`config.mk`:
```
export PLATFORM = sky130hd
export DESIGN_NAME = mips_btb
export DESIGN_NICKNAME = d
export VERILOG_FILES = /design/src/rtl/mips_pkg.sv /design/src/rtl/mips_sat_ctr.sv /design/src/rtl/mips_btb.sv
export SDC_FILE = /design/constraint.sdc
export NUM_CORES = 2
export LEC_CHECK = 0
export CORE_AREA = 2 2 399 401
export DETAILED_ROUTE_END_ITERATION = 6
export DIE_AREA = 0 0 401 403
export PLACE_DENSITY = 0.5
export SYNTH_ARGS = -nofsm -noshare
export SYNTH_HDL_FRONTEND = slang
export SYNTH_SLANG_ARGS = --single-unit
```
`constraint.sdc`:
```
create_clock -name clk -period 4.6 [get_ports clk]
set_input_delay 0.69 -clock clk [delete_from_list [all_inputs] [get_ports clk]]
set_output_delay 0.69 -clock clk [all_outputs]
set_load 0.02 [all_outputs]
```
`src/rtl/mips_pkg.sv`:
```
// Shared types and helpers for the branch target buffer: FSM encoding,
// index/tag width derivation and the weakly-taken counter value.
package mips_pkg;

    typedef enum logic {
        ST_IDLE  = 1'b0,
        ST_FLUSH = 1'b1
    } btb_state_e;

    function automatic int idx_w(input int entries);
        return $clog2(entries);
    endfunction

    // Word-aligned PCs: bits [1:0] are neither index nor tag.
    function automatic int tag_w(input int addr_w, input int entries);
        return addr_w - $clog2(entries) - 2;
    endfunction

    function automatic logic [31:0] weak_taken(input int ctr_w);
        return 32'd1 << (ctr_w - 1);
    endfunction

endpackage

```
`src/rtl/mips_sat_ctr.sv`:
```
// Combinational saturating up/down counter step used for branch direction training.
module mips_sat_ctr #(
    parameter int CTR_W = 2
) (
    input  logic [CTR_W-1:0] ctr_i,
    input  logic             inc_i,
    output logic [CTR_W-1:0] ctr_o
);

    always_comb begin
        ctr_o = ctr_i;
        if (inc_i) begin
            if (ctr_i != '1) ctr_o = ctr_i + 1'b1;
        end else begin
            if (ctr_i != '0) ctr_o = ctr_i - 1'b1;
        end
    end

endmodule

```
`src/rtl/mips_btb.sv`:
```
// Direct-mapped branch target buffer with zero-latency lookup, EX-stage training
// and a one-entry-per-cycle flush walk.
module mips_btb
    import mips_pkg::*;
#(
    parameter int ENTRIES   = 16,
    parameter int ADDR_W    = 32,
    parameter int CTR_W     = 2,
    parameter int PRED_MODE = 1
) (
    input  logic              clk,
    input  logic              reset,
    input  logic [ADDR_W-1:0] lookup_pc,
    output logic              hit,
    output logic              pred_taken,
    output logic [ADDR_W-1:0] pred_target,
    input  logic              upd_valid,
    input  logic [ADDR_W-1:0] upd_pc,
    input  logic              upd_taken,
    input  logic [ADDR_W-1:0] upd_target,
    input  logic              flush,
    output logic              busy
);

    localparam int                IDX_W  = idx_w(ENTRIES);
    localparam int                TAG_W  = tag_w(ADDR_W, ENTRIES);
    localparam logic [31:0]       WT32   = weak_taken(CTR_W);
    localparam logic [CTR_W-1:0]  CTR_WT = WT32[CTR_W-1:0];
    localparam logic [IDX_W-1:0]  LAST   = IDX_W'(ENTRIES - 1);

    btb_state_e        state_q, state_d;
    logic [IDX_W-1:0]  ptr_q, ptr_d;
    logic [ENTRIES-1:0] valid_q, valid_d;
    logic [TAG_W-1:0]  tag_q [ENTRIES];
    logic [TAG_W-1:0]  tag_d [ENTRIES];
    logic [ADDR_W-1:0] tgt_q [ENTRIES];
    logic [ADDR_W-1:0] tgt_d [ENTRIES];
    logic [CTR_W-1:0]  ctr_q [ENTRIES];
    logic [CTR_W-1:0]  ctr_d [ENTRIES];

    logic [IDX_W-1:0]  l_idx, u_idx;
    logic [TAG_W-1:0]  l_tag, u_tag;
    logic              u_hit;
    logic [CTR_W-1:0]  ctr_nxt;

    assign l_idx = lookup_pc[IDX_W+1:2];
    assign l_tag = lookup_pc[ADDR_W-1:IDX_W+2];
    assign u_idx = upd_pc[IDX_W+1:2];
    assign u_tag = upd_pc[ADDR_W-1:IDX_W+2];

    // Lookup reads registered state only, so a same-cycle update is never visible.
    assign busy        = (state_q == ST_FLUSH);
    assign hit         = valid_q[l_idx] && (tag_q[l_idx] == l_tag) && !busy;
    assign pred_taken  = (PRED_MODE == 0) ? hit : (hit && ctr_q[l_idx][CTR_W-1]);
    assign pred_target = hit ? tgt_q[l_idx] : '0;

    assign u_hit = valid_q[u_idx] && (tag_q[u_idx] == u_tag);

    mips_sat_ctr #(.CTR_W(CTR_W)) u_sat_ctr (
        .ctr_i (ctr_q[u_idx]),
        .inc_i (upd_taken),
        .ctr_o (ctr_nxt)
    );

    always_comb begin
        state_d = state_q;
        ptr_d   = ptr_q;
        valid_d = valid_q;
        tag_d   = tag_q;
        tgt_d   = tgt_q;
        ctr_d   = ctr_q;
        case (state_q)
            ST_IDLE: begin
                if (flush) begin
                    state_d = ST_FLUSH;
                    ptr_d   = '0;
                end else if (upd_valid) begin
                    if (u_hit) begin
                        ctr_d[u_idx] = ctr_nxt;
                        if (upd_taken) tgt_d[u_idx] = upd_target;
                    end else if (upd_taken) begin
                        valid_d[u_idx] = 1'b1;
                        tag_d[u_idx]   = u_tag;
                        tgt_d[u_idx]   = upd_target;
                        ctr_d[u_idx]   = CTR_WT;
                    end
                end
            end
            ST_FLUSH: begin
                valid_d[ptr_q] = 1'b0;
                ptr_d          = ptr_q + 1'b1;
                if (ptr_q == LAST) state_d = ST_IDLE;
            end
        endcase
    end

    always_ff @(posedge clk) begin
        if (reset) begin
            state_q <= ST_IDLE;
            ptr_q   <= '0;
            valid_q <= '0;
            for (int i = 0; i < ENTRIES; i++) begin
                tag_q[i] <= '0;
                tgt_q[i] <= '0;
                ctr_q[i] <= '0;
            end
        end else begin
            state_q <= state_d;
            ptr_q   <= ptr_d;
            valid_q <= valid_d;
            tag_q   <= tag_d;
            tgt_q   <= tgt_d;
            ctr_q   <= ctr_d;
        end
    end

endmodule

```
==> impl_metrics.json <==
{
  "status": "finished, final reports clean",
  "cts-buffers-inserted": 112,
  "start_util": 0.2977,
  "yosysWarnings": 0,
  "worstSetupPathType": "in2out",
  "layout-drive-gt1-share": 0.1949,
  "yosysTopAreaCellShare": 0.4189,
  "synth_area_mm2": 0.04688,
  "hold_depth": 2,
  "clock_latency_ns": 0.76,
  "ant_nets": 0,
  "reg2reg_depth": 11,
  "synthTopCellsByCount": "nand2_1 (1528), dfxtp_1 (981), a21oi_1 (535)",
  "setup-tns-final_ns": 0,
  "cts_root_buffer": "clkbuf_16",
  "reg2reg_from": "tag_q[11]$_SDFFE_PP0P_",
  "gp_congestion": 0.8370,
  "synthTopCellsByArea": "dfxtp_1 (42%), mux4_2 (18%), nand2_1 (12%), mux2i_1 (11%), a21oi_1 (5.7%)",
  "ir_worst_vdd_mv": 0.3191,
  "yosysTopAreaCell": "dfxtp_1",
  "synth_flop_cell": "dfxtp_1",
  "vias_per_cell": 5.316,
  "rsz0062_at_grt": "yes",
  "synth-edff-count": 0,
  "placed_area_mm2": 0.05156,
  "setup_violations": 0,
  "synthToLayoutAreaGrowth_pct": 19.52,
  "period_needed_ns": 4.588,
  "slew-limit-headroom": 0.2877,
  "synth-seq-cells": 981,
  "max_freq_ghz": 0.2180,
  "end_kind": "output pin",
  "fin_crit_sh": 0.9973,
  "required_ns": 3.91,
  "cts.sinks": 981,
  "setup.worst_path.start_class": "primary input",
  "final_area_mm2": 0.05604,
  "synth_area_per_cell_um2": 9.687,
  "dpl.cell_count": 6804,
  "tightest_slew_ns": 1.068,
  "dieWidth_um": 401,
  "finalClockSkew_ns": 0.08292,
  "rr_endpoint": "tag_q[61]$_SDFFE_PP0P_",
  "hold_viol_final": 0,
  "cap_violations": 0,
  "report.final.slew_viol_count": 0,
  "leakage_nw": 21.23,
  "die_h_um": 403,
  "first_iter_violations": 3190,
  "cts.path.max_buffers": 3,
  "dp.final_hpwl_um": 100500,
  "grt_pass1_wl_um": 250300,
  "synth_most_common_cell": "nand2_1",
  "rows": 146,
  "syn_inst": 4840,
  "grt_pass1_vias": 36625,
  "crit_arrival_ns": 3.90,
  "syn_nets": 4945,
  "vias": 37484,
  "grt_max_degree": 186,
  "dieArea_mm2": 0.1616,
  "ys_seq_area_frac": 0.4189,
  "async_flop_share": 0,
  "port_buffers": 131,
  "drc": 0,
  "gr-total-overflow": 0,
  "synth.distinct_cells": 67,
  "rrSetupSlack_ns": 0.95,
  "hold_class": "in2reg",
  "fin_nets": 4980,
  "worstPathMaxFanout": 13,
  "min_from": "reset",
  "htreeDepth": 3,
  "grt_use_total": 0.2051,
  "power.density_mw_per_mm2": 344.7,
  "cts_tree": "built",
  "whs_endpoint": "tgt_q[439]$_SDFFE_PP0P_",
  "wl_per_cell_um": 24.39,
  "io_pins": 136,
  "core_mm2": 0.1575,
  "drt_first_pass_iters": 7,
  "antenna_found_initial": 12,
  "hold_buffers": 0,
  "cts.clk_slew.worst_paths_ns": 0.06,
  "fin_cells": 7051,
  "routed_wl_um": 172000
}
## layout by cell type (no fill, tap or decap), types with 8 or more instances in the layout
cell	Yosys	final
nand2_1	1528	1512
dfxtp_1	981	981
a21oi_1	535	535
mux2i_1	508	508
mux4_2	383	383
buf_4	15	192
clkbuf_16	0	120
clkdlybuf4s50_1	0	88
buf_12	0	64
xnor2_1	45	39
clkbuf_8	0	39
and3_1	38	37
nor2_1	47	31
a22oi_1	23	23
o21ai_0	36	23
buf_2	37	23
clkinv_2	0	21
clkbuf_1	364	19
nor2_4	1	18
inv_1	17	16
nand2_2	0	16
xor2_1	14	14
o21ai_4	0	14
a211oi_1	13	13
mux2_2	13	13
o211ai_1	13	13
nand3_1	13	12
a221oi_1	12	12
nor2b_1	12	10
nand2b_1	10	10
a31oi_1	9	9
o31ai_1	8	8
bufinv_16	0	8
## state kept, by name, summed over array words and instances, names as in the netlist
| name | cells |
|---|---|
| busy | 1 |
| ctr_q | 32 |
| ptr_q | 4 |
| tag_q | 416 |
| tgt_q | 512 |
| valid_q | 16 |
## layer usage
layer	vias to the layer above	wire length (µm)	track usage
li1	17012	-	-
met1	18852	74810	0.2770
met2	1329	81430	0.3392
met3	285	10730	0.03018
met4	6	4967	0.06104
met5	-	35	0
## worst max-delay path by stage
stage                      start               to  slack (ns)
global placement    lookup_pc[2]   pred_target[8]       -0.40
finish              lookup_pc[2]   pred_target[0]        0.01
global route        lookup_pc[2]  pred_target[31]       -0.03
floorplan           lookup_pc[2]  pred_target[22]        0.01
CTS                 lookup_pc[2]  pred_target[10]      0.0008
detailed placement  lookup_pc[2]  pred_target[12]       -0.43
## through the flow
| stage | power, W | util | setup WS, ns | hold slack (ns) |
|---|---|---|---|---|
| floorplan | 0.009466 | - | 0.01237 | 0.4331 |
| global placement | 0.009963 | 0.3275 | -0.3968 | 0.4382 |
| detailed placement | 0.009966 | 0.3275 | -0.4339 | 0.4436 |
| CTS | 0.01947 | 0.3546 | 0.0007798 | 0.3608 |
| global route | 0.01989 | 0.3558 | -0.02687 | 0.4054 |
| finish | 0.01931 | 0.3559 | 0.01245 | 0.4049 |
## layout make-up
class                           count  area [µm²]
Antenna cell                        7       17.52
Clock buffer                      169        3397
Clock inverter                     42       561.8
Fill cell                       15821      101400
Inverter                           17       71.32
Multi-Input combinational cell   3364       25440
Sequential cell                   981       19640
Tap cell                         2072        2592
Timing Repair Buffer              399        4320
## cell families after synthesis
logic type	share of synthesized area
AND/OR/NAND/NOR	0.1429
AO/OA/AOI/OAI	0.08262
flip-flops	0.4189
buffers and inverters	0.04774
XOR/XNOR	0.01102
adder cells (fa/ha/maj)	0.001281
multiplexers	0.2956
## critical path, cell delays in order
cell,delay (ns)
buf_8,0.10
buf_16,0.15
buf_4,0.16
mux4_2,0.49
mux4_2,0.48
xor2_1,0.21
nor2_1,0.12
nand4b_1,0.20
nor4_4,0.35
buf_12,0.22
clkbuf_16,0.21
and3_1,0.18
clkdlybuf4s15_2,0.26
## timing repair
item	4_1_cts	5_1_grt
buffers inserted	9	9
resized for setup	98	32
endpoints found under the setup margin	30	30
pin swaps	3	6
gates cloned	3	8
## power by group
group / total [W] / switching (W) / internal (W)
clock: 0.00950 / 0.00393 / 0.00557
combinational: 0.00127 / 0.000807 / 0.000458
sequential: 0.00855 / 0.0000221 / 0.00852
No activity file was read; power rests on OpenSTA's default activity.
